**config.mk**
```make
export PLATFORM = sky130hd
export DESIGN_NAME = spmv_csr_engine
export DESIGN_NICKNAME = d
export VERILOG_FILES = /design/src/rtl/spmv_csr_engine_pkg.sv /design/src/rtl/SpMV_fp16_add.sv /design/src/rtl/SpMV_fp16_mul.sv /design/src/rtl/spmv_row_lookup.sv /design/src/rtl/spmv_csr_engine.sv
export SDC_FILE = /design/constraint.sdc
export NUM_CORES = 2
export LEC_CHECK = 0
export CORE_MARGIN = 1
export CORE_UTILIZATION = 50
export CTS_BUF_LIST = sky130_fd_sc_hd__clkbuf_4 sky130_fd_sc_hd__clkbuf_8 sky130_fd_sc_hd__clkbuf_16
export DETAILED_ROUTE_END_ITERATION = 8
export GPL_ROUTABILITY_DRIVEN = 0
export PLACE_DENSITY = 0.76
export SKIP_LAST_GASP = 1
export SYNTH_ARGS = -nofsm -noshare
export SYNTH_HDL_FRONTEND = slang
export SYNTH_SLANG_ARGS = --single-unit
```
**constraint.sdc**
```tcl
create_clock -name i_clk -period 13.6 [get_ports i_clk]
set_input_delay 2.72 -clock i_clk [delete_from_list [all_inputs] [get_ports i_clk]]
set_output_delay 2.72 -clock i_clk [all_outputs]
set_load 0.02 [all_outputs]
```
**src/rtl/spmv_csr_engine_pkg.sv**
```systemverilog
// Shared types and constants for the CSR sparse-matrix x vector engine.
// FSM encodings, FP16 special values and default pointer width.
package spmv_csr_engine_pkg;

   typedef enum logic [2:0] {
      ST_IDLE  = 3'd0,
      ST_RUN   = 3'd1,
      ST_DRAIN = 3'd2,
      ST_DONE  = 3'd3
   } state_t;

   localparam logic [15:0] FP16_ZERO = 16'h0000;
   localparam logic [15:0] FP16_INF  = 16'h7C00;
   localparam logic [15:0] FP16_QNAN = 16'h7E00;

   localparam int PTR_W_DEF = 8;

endpackage

```
**src/rtl/SpMV_fp16_add.sv**
```systemverilog
// FP16 adder, round-to-nearest-even, one register stage.
// Ports: i_clk, i_rstn, a, b (operands), y (registered sum).
module SpMV_fp16_add
   import spmv_csr_engine_pkg::*;
(
   input  logic        i_clk,
   input  logic        i_rstn,
   input  logic [15:0] a,
   input  logic [15:0] b,
   output logic [15:0] y
);

   logic [15:0] big, sml;
   logic [4:0]  d;
   logic [13:0] mb, ms, smsh, sm, nrm;
   logic [29:0] shf;
   logic        stk;
   logic [14:0] sum;
   logic [3:0]  lz;
   logic [10:0] rnd;
   int          e;
   logic        a_zero, b_zero, a_inf, b_inf, a_nan, b_nan;
   logic [15:0] res;

   always_comb begin
      a_zero = (a[14:10] == 5'd0);
      b_zero = (b[14:10] == 5'd0);
      a_inf  = (a[14:10] == 5'h1F) && (a[9:0] == 10'd0);
      b_inf  = (b[14:10] == 5'h1F) && (b[9:0] == 10'd0);
      a_nan  = (a[14:10] == 5'h1F) && (a[9:0] != 10'd0);
      b_nan  = (b[14:10] == 5'h1F) && (b[9:0] != 10'd0);
      big    = (b[14:0] > a[14:0]) ? b : a;
      sml    = (b[14:0] > a[14:0]) ? a : b;
      d      = big[14:10] - sml[14:10];
      // three extra bits: guard, round, sticky
      mb     = {1'b1, big[9:0], 3'b000};
      ms     = {1'b1, sml[9:0], 3'b000};
      shf    = {ms, 16'd0} >> d;
      smsh   = d[4] ? 14'd0 : shf[29:16];
      stk    = d[4] ? 1'b1 : (|shf[15:0]);
      sm     = {smsh[13:1], smsh[0] | stk};
      if (big[15] ^ sml[15]) sum = {1'b0, mb} - {1'b0, sm};
      else                   sum = {1'b0, mb} + {1'b0, sm};
      lz = 4'd0;
      for (int i = 0; i < 14; i++)
         if (sum[i]) lz = 4'(13 - i);
      if (sum[14]) begin
         nrm = {sum[14:2], sum[1] | sum[0]};
         e   = int'(big[14:10]) + 1;
      end else begin
         nrm = sum[13:0] << lz;
         e   = int'(big[14:10]) - int'(lz);
      end
      rnd = {1'b0, nrm[12:3]}
          + 11'(nrm[2] & ((|nrm[1:0]) | nrm[3]));
      e   = e + int'(rnd[10]);
      res = FP16_ZERO;
      if (a_nan || b_nan)
         res = FP16_QNAN;
      else if (a_inf && b_inf && (a[15] != b[15]))
         res = FP16_QNAN;
      else if (a_inf)
         res = a;
      else if (b_inf)
         res = b;
      else if (a_zero && b_zero)
         res = {a[15] & b[15], 15'd0};
      else if (a_zero)
         res = b;
      else if (b_zero)
         res = a;
      else if (sum == 15'd0)
         res = FP16_ZERO;
      else if (e >= 31)
         res = {big[15], FP16_INF[14:0]};
      else if (e <= 0)
         res = {big[15], 15'd0};
      else
         res = {big[15], 5'(e), rnd[9:0]};
   end

   always_ff @(posedge i_clk) begin
      if (!i_rstn) y <= FP16_ZERO;
      else         y <= res;
   end

endmodule

```
**src/rtl/SpMV_fp16_mul.sv**
```systemverilog
// FP16 multiplier, round-to-nearest-even, one register stage.
// Ports: i_clk, i_rstn, a, b (operands), y (registered product).
module SpMV_fp16_mul
   import spmv_csr_engine_pkg::*;
(
   input  logic        i_clk,
   input  logic        i_rstn,
   input  logic [15:0] a,
   input  logic [15:0] b,
   output logic [15:0] y
);

   logic        sgn;
   logic [21:0] prod;
   logic        norm;
   logic [9:0]  mant;
   logic        g;
   logic        st;
   logic [10:0] rnd;
   int          e;
   logic        a_zero, b_zero, a_inf, b_inf, a_nan, b_nan;
   logic [15:0] res;

   always_comb begin
      sgn    = a[15] ^ b[15];
      // subnormal inputs are flushed to zero
      a_zero = (a[14:10] == 5'd0);
      b_zero = (b[14:10] == 5'd0);
      a_inf  = (a[14:10] == 5'h1F) && (a[9:0] == 10'd0);
      b_inf  = (b[14:10] == 5'h1F) && (b[9:0] == 10'd0);
      a_nan  = (a[14:10] == 5'h1F) && (a[9:0] != 10'd0);
      b_nan  = (b[14:10] == 5'h1F) && (b[9:0] != 10'd0);
      prod   = 22'({1'b1, a[9:0]}) * 22'({1'b1, b[9:0]});
      norm   = prod[21];
      mant   = norm ? prod[20:11] : prod[19:10];
      g      = norm ? prod[10] : prod[9];
      st     = norm ? (|prod[9:0]) : (|prod[8:0]);
      rnd    = {1'b0, mant} + 11'(g & (st | mant[0]));
      e      = int'(a[14:10]) + int'(b[14:10]) - 15
             + int'(norm) + int'(rnd[10]);
      res    = FP16_ZERO;
      if (a_nan || b_nan)
         res = FP16_QNAN;
      else if (a_inf)
         res = b_zero ? FP16_QNAN : {sgn, FP16_INF[14:0]};
      else if (b_inf)
         res = a_zero ? FP16_QNAN : {sgn, FP16_INF[14:0]};
      else if (a_zero || b_zero)
         res = {sgn, 15'd0};
      else if (e >= 31)
         res = {sgn, FP16_INF[14:0]};
      else if (e <= 0)
         res = {sgn, 15'd0};
      else
         res = {sgn, 5'(e), rnd[9:0]};
   end

   always_ff @(posedge i_clk) begin
      if (!i_rstn) y <= FP16_ZERO;
      else         y <= res;
   end

endmodule

```
**src/rtl/spmv_row_lookup.sv**
```systemverilog
// Maps beat index k to its CSR row: smallest i with ptr[i] <= k < ptr[i+1].
// Ports: row_ptr (flat pointer table), k (beat index), row (row index).
module spmv_row_lookup
   import spmv_csr_engine_pkg::*;
#(
   parameter int N_ROWS = 16,
   parameter int PTR_W  = PTR_W_DEF
) (
   input  logic [(N_ROWS+1)*PTR_W-1:0] row_ptr,
   input  logic [PTR_W-1:0]            k,
   output logic [$clog2(N_ROWS)-1:0]   row
);

   // descending scan so the lowest matching row wins; empty rows never match
   always_comb begin
      row = '0;
      for (int i = N_ROWS - 1; i >= 0; i--)
         if (row_ptr[i*PTR_W +: PTR_W] <= k &&
             k < row_ptr[(i+1)*PTR_W +: PTR_W])
            row = ($clog2(N_ROWS))'(i);
   end

endmodule

```
**src/rtl/spmv_csr_engine.sv**
```systemverilog
// CSR SpMV engine in FP16: y[row] (+)= A * x, one nonzero per cycle.
// Ports: i_clk, i_rstn, i_start, i_accum, i_row_ptr, i_nz_valid/o_nz_ready,
//   i_mat_value, i_in_vector, o_state, o_busy, o_done, o_err, o_result.
module spmv_csr_engine
   import spmv_csr_engine_pkg::*;
#(
   parameter int N_ROWS = 16,
   parameter int DATA_W = 16,
   parameter int PTR_W  = PTR_W_DEF
) (
   input  logic                        i_clk,
   input  logic                        i_rstn,
   input  logic                        i_start,
   input  logic                        i_accum,
   input  logic [(N_ROWS+1)*PTR_W-1:0] i_row_ptr,
   input  logic                        i_nz_valid,
   output logic                        o_nz_ready,
   input  logic [DATA_W-1:0]           i_mat_value,
   input  logic [DATA_W-1:0]           i_in_vector,
   output logic [2:0]                  o_state,
   output logic                        o_busy,
   output logic                        o_done,
   output logic                        o_err,
   output logic [N_ROWS*DATA_W-1:0]    o_result
);

   localparam int RW = $clog2(N_ROWS);

   state_t state_q, state_d;

   logic [(N_ROWS+1)*PTR_W-1:0] rp_q;
   logic [PTR_W-1:0]  k_q, nnz_q, start_nnz;
   logic              drain_q, err_q;
   logic [DATA_W-1:0] y_q [N_ROWS];
   logic              s1_v_q, s2_v_q;
   logic [RW-1:0]     s1_row_q, s2_row_q, beat_row;
   logic [DATA_W-1:0] mul_y, add_y, add_b;
   logic              malformed, accept, last_beat;

   assign start_nnz = i_row_ptr[N_ROWS*PTR_W +: PTR_W];

   always_comb begin
      malformed = (i_row_ptr[0 +: PTR_W] != '0);
      for (int i = 0; i < N_ROWS; i++)
         if (i_row_ptr[i*PTR_W +: PTR_W] >
             i_row_ptr[(i+1)*PTR_W +: PTR_W])
            malformed = 1'b1;
   end

   assign o_nz_ready = (state_q == ST_RUN);
   assign accept     = o_nz_ready && i_nz_valid;
   assign last_beat  = (k_q == nnz_q - PTR_W'(1));

   spmv_row_lookup #(
      .N_ROWS (N_ROWS),
      .PTR_W  (PTR_W)
   ) u_lookup (
      .row_ptr (rp_q),
      .k       (k_q),
      .row     (beat_row)
   );

   SpMV_fp16_mul u_mul (
      .i_clk  (i_clk),
      .i_rstn (i_rstn),
      .a      (i_mat_value),
      .b      (i_in_vector),
      .y      (mul_y)
   );

   // S2 holds a sum for the same row that y has not absorbed yet
   assign add_b = (s2_v_q && s2_row_q == s1_row_q) ? add_y
                                                   : y_q[s1_row_q];

   SpMV_fp16_add u_add (
      .i_clk  (i_clk),
      .i_rstn (i_rstn),
      .a      (mul_y),
      .b      (add_b),
      .y      (add_y)
   );

   always_comb begin
      state_d = state_q;
      unique case (state_q)
         ST_IDLE:
            if (i_start)
               state_d = (malformed || start_nnz == '0) ? ST_DONE
                                                        : ST_RUN;
         ST_RUN:
            if (accept && last_beat) state_d = ST_DRAIN;
         ST_DRAIN:
            if (drain_q) state_d = ST_DONE;
         ST_DONE:
            state_d = ST_IDLE;
         default:
            state_d = ST_IDLE;
      endcase
   end

   always_ff @(posedge i_clk) begin
      if (!i_rstn) begin
         state_q  <= ST_IDLE;
         rp_q     <= '0;
         k_q      <= '0;
         nnz_q    <= '0;
         drain_q  <= 1'b0;
         err_q    <= 1'b0;
         s1_v_q   <= 1'b0;
         s2_v_q   <= 1'b0;
         s1_row_q <= '0;
         s2_row_q <= '0;
         for (int i = 0; i < N_ROWS; i++) y_q[i] <= FP16_ZERO;
      end else begin
         state_q <= state_d;
         s1_v_q  <= accept;
         if (accept) begin
            s1_row_q <= beat_row;
            k_q      <= k_q + PTR_W'(1);
         end
         s2_v_q   <= s1_v_q;
         s2_row_q <= s1_row_q;
         if (s2_v_q) y_q[s2_row_q] <= add_y;
         drain_q <= (state_q == ST_DRAIN) && !drain_q;
         if (state_q == ST_IDLE && i_start) begin
            rp_q  <= i_row_ptr;
            nnz_q <= start_nnz;
            k_q   <= '0;
            err_q <= malformed;
            if (!malformed && !i_accum)
               for (int i = 0; i < N_ROWS; i++) y_q[i] <= FP16_ZERO;
         end
      end
   end

   genvar gi;
   generate
      for (gi = 0; gi < N_ROWS; gi++) begin : g_res
         assign o_result[gi*DATA_W +: DATA_W] = y_q[gi];
      end
   endgenerate

   assign o_state = state_q;
   assign o_busy  = (state_q != ST_IDLE);
   assign o_done  = (state_q == ST_DONE);
   assign o_err   = err_q;

endmodule

```
==> metrics.cfg <==
[run_status]
outcome = complete, no violations

[logic_synthesis]
avgSynthCellArea_um2 = 9.31
synth_nets = 4441
yosys.area.top_type = edfxtp_1
async_flop_share_pct = 0
ys_seq_area_share_pct = 32.8
synth_top_area_share_pct = 21.8
netlist-cell-type-count = 108
ys_seq_elements = 450
synth_cells = 3789
ys_warn_count = 0
ys_top_cells_by_count = nand2_1 (434), ha_1 (395), inv_1 (329)
synth_edf_count = 256
synthFlopType = edfxtp_1
synth.most_common_cell = nand2_1
synth_area_um2 = 35300
synth_area_leaders = edfxtp_1 (22%), ha_1 (14%), dfxtp_1 (11%)

[clocking]
clk_pin_slew_ps = 80
cts_tree = yes
cts-root-buf = clkbuf_16
clkLatencyLatePin_ps = 620
h-tree-depth = 2
cts_buffers = 47
clk_path_buf_depth = 3
cts_sinks = 450
hold_buffers = 0

[die]
die_area_um2 = 71600
die_w_um = 268
core_area_um2 = 69900
io_pins = 436
start_util_pct = 50.5
num_rows = 97
fp.dieH_um = 268

[timing]
layout_min_cycle_time_ps = 13060
tightest_slew_ps = 1320
report.final.slew_viol_count = 0
fmax_ghz = 0.0766
post-route-period-util_pct = 96.0
setup_violations = 0
finClkSkew_ps = 28.1
final-hold-violation-count = 0
slew_headroom_pct = 11.6

[critical_path]
cp_max_fo = 13
cpMostUsedCell = ha_1
slowest_stage = or4_1
critical_path.top_delay_family = simple AND/OR/NAND/NOR gates
critPathMaxStageDelay_ps = 590
crit_type = reg -> reg
r2r_setup_slack_ps = 540
cp-start-kind = flop
cp_data_arrival_time_ps = 13590
critPathRequiredTime_ps = 14130
path_buf_inv = 8
end_kind = flop

[place]
port_buffers = 434
hpwlAfterDp_mm = 85.5

[worst_hold_path]
holdCritPathClass = reg -> reg

[final_layout]
layout-drive-gt1-share_pct = 8.12
final_util_pct = 60.9
num-nets-final = 4839
area_growth_syn_to_layout_pct = 20.7

[global_routing]
overflow = 0
grt_pass1_wl_mm = 170
grt_start_max_net_pins = 86
grt_pass1_vias = 29500
antenna_found_initial = 10
grt_usage_pct = 30.6

[drt]
vias = 31100
wirelength_mm = 112
wl_per_cell_um = 21.7
drc_errors = 0
viasPerCell = 6.03
dr.first_iter.drc_count = 3363
ant_nets = 0
first_pass_iters = 9

[flow_run]
maxCapViolCount = 0

[layer usage]
layer,global-route usage (%),vias to the layer above,wire length [um]
met2,49.9,1785,51500
met5,0,-,133
met4,14.3,18,5810
met3,5.10,380,10900
li1,-,14200,-
met1,39.5,14700,43800
[metrics by stage]
stage / hold slack (ps) / setup slack, ps / area [um2] / cells / setup TNS, ps
CTS: 425 / 310 / 42300 / 5154 / 0
floorplan: 398 / 840 / 35300 / 3789 / 0
global route: 452 / -79.0 / 42600 / 5165 / -197
global placement: 410 / 494 / 40800 / 5067 / 0
finish: 422 / 540 / 42600 / 5167 / 0
detailed placement: 416 / 189 / 40800 / 5067 / 0
[cells in the final DEF, fill, tap and decap left out, types with 11 or more instances in the layout]
master	netlist	final
nor2_1	146	144
a211oi_1	22	21
ha_1	395	393
inv_1	329	328
xor2_1	21	21
clkinv_2	1	12
o22ai_1	11	11
a22oi_1	26	25
a21boi_0	149	148
o211ai_1	17	17
a21o_1	56	56
xnor2_1	56	55
nand2b_1	52	52
o21ai_0	185	168
nand4_1	39	39
o21a_1	49	48
clkbuf_16	0	47
o31ai_1	13	13
edfxtp_1	256	256
nand3_1	94	94
a21oi_1	164	163
and2_1	299	298
clkdlybuf4s50_1	0	428
nor3_1	70	66
or2_2	13	12
a31oi_1	14	14
nor2b_1	44	44
dfxtp_1	194	192
or3_1	16	16
and3_1	41	41
nor4_1	32	31
mux2i_1	23	22
o21ai_1	9	16
mux4_2	62	62
nand2_1	434	432
fa_1	84	84
buf_4	3	94
[kinds of logic after synthesis]
kind of cell / after synthesis / share of synthesized area [%]
buffers and inverters: 517 / 5.69
muxes: 105 / 5.54
and+or+nand+nor: 1330 / 19.3
DFF: 450 / 32.8
AOI/OAI and AO/OA: 830 / 15.9
other: 1 / 0.0106
xor gates and xnor gates: 77 / 1.91
adders and majority gates: 479 / 18.8
[worst register-to-register path, delay by kind of cell (launching register included)]
family / cells / cell delay, ps
buf+inv: 8 / 1020
simple gates: 24 / 4940
flops: 1 / 460
mux: 2 / 850
compound gates: 20 / 4320
fa+ha+maj: 6 / 1420
[flip-flops by register name, indices dropped and copies added (netlist names), named ones only]
signal / cells
drain_q: 1
k_q: 8
o_err: 1
o_state: 2
rp_q: 136
s1_row_q: 4
s1_v_q: 1
s2_row_q: 4
s2_v_q: 1
u_add.y: 16
u_mul.y: 16
y_q: 256
[final timing paths]
path,start,to,depth (start not counted)
worst max-delay path,flop,u_add.y[8],60
worst min-delay path,s1_v_q,s2_v_q,1
worst max register to register,flop,u_add.y[8],60
worst min register to register,s1_v_q,s2_v_q,1
[layout make-up]
cell class | instances | area (um2)
antenna | 2 | 5.00
inverter | 335 | 1260
tap | 940 | 1180
multi-input combinational | 2822 | 21900
clock buffer | 63 | 1350
fill | 5874 | 27300
sequential | 450 | 11600
timing repair buffer | 531 | 5110
clock inverter | 24 | 231
[timing repair]
item | CTS | global route
setup endpoints to repair | 0 | 26
buffers inserted | 0 | 11
gates resized for setup | 0 | 39
Power is left out: the tool's default activity adds up to more than one toggle a clock period on the data nets, which glitch-free logic cannot reach.
